--- config.mk ---
export PLATFORM = sky130hd
export DESIGN_NAME = data_mem_responder
export DESIGN_NICKNAME = d
export VERILOG_FILES = /design/src/rtl/data_mem_responder.sv
export SDC_FILE = /design/constraint.sdc
export NUM_CORES = 1
export LEC_CHECK = 0
export BUFFER_PORTS_ARGS = -buffer_cell sky130_fd_sc_hd__buf_2
export CORE_MARGIN = 2
export CORE_UTILIZATION = 41
export CTS_CLUSTER_DIAMETER = 50
export CTS_CLUSTER_SIZE = 25
export DETAILED_ROUTE_END_ITERATION = 7
export GPL_TIMING_DRIVEN = 0
export SYNTH_ARGS = -nofsm -noshare
export SYNTH_HDL_FRONTEND = slang
export SYNTH_SLANG_ARGS = --single-unit
--- constraint.sdc ---
create_clock -name clock -period 3.8 [get_ports clock]
set_clock_uncertainty 0.2 [all_clocks]
set_input_delay 0.76 -clock clock [delete_from_list [all_inputs] [get_ports clock]]
set_output_delay 0.76 -clock clock [all_outputs]
set_load 0.05 [all_outputs]
--- src/rtl/data_mem_responder.sv ---
// Word-addressed data memory responder for the datapath load/store port.
// One read or write per transaction, with a fixed configurable response latency.
module data_mem_responder #(
  parameter int NBITS       = 8,
  parameter int WAIT_CYCLES = 2,
  parameter int DEPTH       = 2**(NBITS-2)
) (
  input  logic             clock,
  input  logic             reset,
  input  logic             MemRead,
  input  logic             MemWrite,
  input  logic [NBITS-1:2] Address,
  input  logic [NBITS-1:0] WriteData,
  output logic [NBITS-1:0] ReadData,
  output logic             Ready,
  output logic             Busy,
  output logic             Err
);

  typedef enum logic [1:0] {S_IDLE, S_WAIT, S_RESP} state_t;

  state_t           state, state_nxt;
  logic [3:0]       cnt, cnt_nxt;
  logic [NBITS-1:2] lat_addr;
  logic [NBITS-1:0] lat_data;
  logic             lat_write;
  logic [NBITS-1:0] mem [DEPTH];

  logic             accept;
  logic             illegal;
  logic             load_rd;
  logic             commit;
  logic [NBITS-1:2] rd_addr;

  assign accept  = (state == S_IDLE) && (MemRead ^ MemWrite);
  assign illegal = (state == S_IDLE) && MemRead && MemWrite;
  assign commit  = (state == S_RESP) && lat_write;
  assign Busy    = (state != S_IDLE);

  // With zero wait cycles RESP is entered straight from IDLE, before the
  // request has been latched, so the load address comes from the port.
  assign rd_addr = (state == S_IDLE) ? Address : lat_addr;
  assign load_rd = (state_nxt == S_RESP) &&
                   ((state == S_IDLE) ? MemRead : !lat_write);

  // NOTE: every output of this block gets a default first so no path leaves
  // it unassigned, which would otherwise infer a latch.
  always_comb begin
    state_nxt = state;
    cnt_nxt   = cnt;
    case (state)
      S_IDLE: begin
        if (accept) begin
          cnt_nxt   = 4'(WAIT_CYCLES);
          state_nxt = (WAIT_CYCLES == 0) ? S_RESP : S_WAIT;
        end
      end
      S_WAIT: begin
        cnt_nxt = cnt - 4'd1;
        if (cnt == 4'd1) state_nxt = S_RESP;
      end
      S_RESP:  state_nxt = S_IDLE;
      default: state_nxt = S_IDLE;
    endcase
  end

  // NOTE: state is updated with non-blocking assignments so every register
  // samples values from before the edge, independent of statement order.
  always_ff @(posedge clock or negedge reset) begin
    if (!reset) begin
      state     <= S_IDLE;
      cnt       <= '0;
      lat_addr  <= '0;
      lat_data  <= '0;
      lat_write <= 1'b0;
      ReadData  <= '0;
      Ready     <= 1'b0;
      Err       <= 1'b0;
    end else begin
      state <= state_nxt;
      cnt   <= cnt_nxt;
      if (accept) begin
        lat_addr  <= Address;
        lat_data  <= WriteData;
        lat_write <= MemWrite;
      end
      if (load_rd) ReadData <= mem[rd_addr];
      Ready <= (state_nxt == S_RESP);
      Err   <= illegal;
    end
  end

  // NOTE: the array must read as all-zero after reset, so it is built from
  // resettable flops rather than a RAM macro that has no reset.
  always_ff @(posedge clock or negedge reset) begin
    if (!reset) begin
      for (int i = 0; i < DEPTH; i++) mem[i] <= '0;
    end else if (commit) begin
      mem[lat_addr] <= lat_data;
    end
  end

endmodule

==> out/metrics.yaml <==
power_and_ir_drop:
  seqPwrFrac_pct: 32.5
  switchingPower_mw: 8.79
  pwr-share-comb_pct: 37.8
  leakage_nw: 13.5
  p_int_mw: 12.1
  powerDensity_nw_per_um2: 708
  swShare_pct: 42.1
  irDropWorstVdd_mv: 0.358
  power.share.clock_pct: 29.6
  p_total_mw: 20.9
clocking:
  insertion_delay_ns: 0.65
  clkTransAtPathRegs_ns: 0.07
  clock_sinks: 543
  cts_buffer_depth: 3
  cts_tree: "built"
  cts_htree_levels: 2
  cts-buffers-inserted: 56
  cts-root-buf: "clkbuf_16"
sta:
  fmax_mhz: 266
  drv_slew: 0
  hold_viol: 0
  period_minus_slack_ns: 3.75
  period_share_pct: 98.8
  slew_headroom_pct: 7.60
  rsz0062_at_grt: "false"
  worstMarginPinSlew_ns: 1.38
  setup_violations: 0
logic_synthesis:
  synth.distinct_cells: 55
  synthesis.area_um2: 26000
  synth-xor-area-share_pct: 0.0675
  synth_common_cells: "mux2_2, dfrtp_1, clkbuf_1"
  synth_top_family_by_area: "multiplexers"
  synth_fa_ha_area_share_pct: 0.0964
  yosys_register_bits: 543
  synth-simple-area-share_pct: 6.12
  syn-num-nets: 2088
  synth_top_cell_by_area: "dfrtp_1"
  synth_mux_area_share_pct: 29.3
  synth_compound_area_share_pct: 9.17
  synth-edff-count: 0
  synthFlopType: "dfrtp_1"
  async_reset_ff_share_pct: 100
  post-synth-top-count-cell: "mux2_2"
  synthTopCellsByArea: "dfrtp_1, mux2_2, mux2i_1"
  synth_top_area_share_pct: 52.3
  ys_warn_count: 0
  avgSynthCellArea_um2: 12.6
  syn_inst: 2068
  ys_seq_area_share_pct: 52.3
setup_path:
  critPathBufInv: 4
  slowest_stage: "a221oi_1"
  crit_path_start_kind: "register"
  crit_fanout: 10
  crit_required_ns: 4.13
  max_stage_delay_ns: 0.72
  crit_arrival_ns: 4.08
  path_cells: "buf_4 -> nor2_2 -> inv_1 -> buf_2 -> buf_1 -> mux2i_2 -> a221oi_1 -> o21ai_2 -> a211o_1"
  worst_setup_path_end_kind: "register"
  critical_path.top_delay_family: "compound AO/OA/AOI/OAI gates"
  crit_type: "register to register"
cells_and_area:
  drive_above_1_share_pct: 34.7
  final_cells: 3057
  area_delta_synth_final_pct: 13.6
  final_util_pct: 46.9
  nets: 2182
global_route:
  grt_start_max_net_pins: 109
  grt_util_met3_pct: 5.50
  top_usage_layer: "met2"
  met1_usage_pct: 35.0
  antenna_found_initial: 2
  use_met2_pct: 39.4
  grt_pass1_vias: 18700
  grtUsageTotal_pct: 25.5
  grt_pass1_wl_um: 124000
  grt_overflow_total: 0
place:
  globalplace.congestion: 0.967
  portBuffers: 27
  hpwl_um: 60000
  place_inst: 2946
worst_hold_path:
  worstHoldPathType: "input port to register"
routing:
  ant_nets: 0
  drc: 0
  drtPass1Iterations: 6
  drt_first_iter_violations: 1991
  wirelength_um: 83800
  routed_via_density: 6.01
  wl_per_cell_um: 27.4
  vias: 18400
die:
  pin_count: 29
  die_y_um: 256
  num_rows: 92
  die_area_um2: 65300
  die_x_um: 256
  coreArea_um2: 62900
  initial_utilization_pct: 41.3
flow_run:
  max-cap-violations: 0
outcome:
  status: "finished, final reports clean"
[power groups by stage]
stage	Sequential [mW]	Combinational [mW]	Clock, mW
global route	6.85	8.25	6.52
CTS	6.78	7.70	6.30
detailed placement	6.89	7.63	0
global placement	6.87	7.53	0
floorplan	6.89	4.30	0
finish	6.79	7.89	6.19
[area by class of cell]
cell class	count	area, um2
fillers	5717	33400
flip-flops and latches	543	13600
multi-input cells	1342	11700
clock buffers	65	1520
well taps	846	1060
plain buffers	176	722
clock inverters	41	572
repair buffers	36	315
inverters	7	26.3
diodes	1	2.50
[path summary, 6_finish.rpt]
check / startpoint / slack (ns) / cells after the start / endpoint
worst min register to register: cnt[3] / 0.29 / 1 / cnt[3]
min in group asynchronous: reset / 0.52 / 2 / mem[335]
worst max-delay path: state[0] / 0.05 / 9 / ReadData[2]
worst max register to register: state[0] / 0.05 / 9 / ReadData[2]
max in group asynchronous: reset / 1.41 / 4 / mem[118]
worst min-delay path: WriteData[6] / 0.16 / 2 / lat_data[6]
[per-layer routing]
| metal | part of all wire [%] | up-vias |
|---|---|---|
| met5 | 0.017 | - |
| met4 | 4.5 | 2 |
| met3 | 7.0 | 171 |
| met2 | 45 | 700 |
| met1 | 44 | 9603 |
| li1 | - | 7884 |
[per-stage QoR]
stage | setup WS, ns | area (um2) | hold slack (ns) | setup TNS (ns)
after floorplan | 0.763 | 26000 | 0.243 | 0
after global placement | -9.23 | 27200 | 0.274 | -4956.03
after detailed placement | -0.371 | 27300 | 0.275 | -2.15
after CTS | 0.0173 | 29400 | 0.132 | 0
after global routing | 0.0238 | 29500 | 0.140 | 0
final | 0.0457 | 29500 | 0.156 | 0
[cells in the final DEF (no fill, tap or decap), types with 38 or more instances in the layout]
cell type and count:
a211oi_1 48, a21oi_1 49, buf_2 42, clkbuf_1 133, clkbuf_16 56, dfrtp_1 543, mux2_2 545, mux2i_1 74
nand2_1 66, nand3_1 133, nor2_1 38, o21ai_0 129
[timing repair]
action | CTS | global route
pin swaps | 1 | 0
resized for setup | 4 | 10
endpoints found under the setup margin | 8 | 16
hold buffers | 1 | 0
hold endpoints to repair | 82 | 0
setup buffers | 3 | 0
[kinds of logic after synthesis]
logic type / after synthesis
buffers and inverters: 183
adder cells (fa/ha/maj): 2
XOR/XNOR: 2
AND/OR/NAND/NOR: 317
AO/OA/AOI/OAI: 368
multiplexers: 653
flip-flops: 543
[registers in the layout, summed over array words and instances, names as in the netlist, 2 cells and up]
signal / cells
mem: 512
state: 2
ReadData: 8
lat_addr: 6
cnt: 4
lat_data: 8
Power figures use the tool's default switching activity.
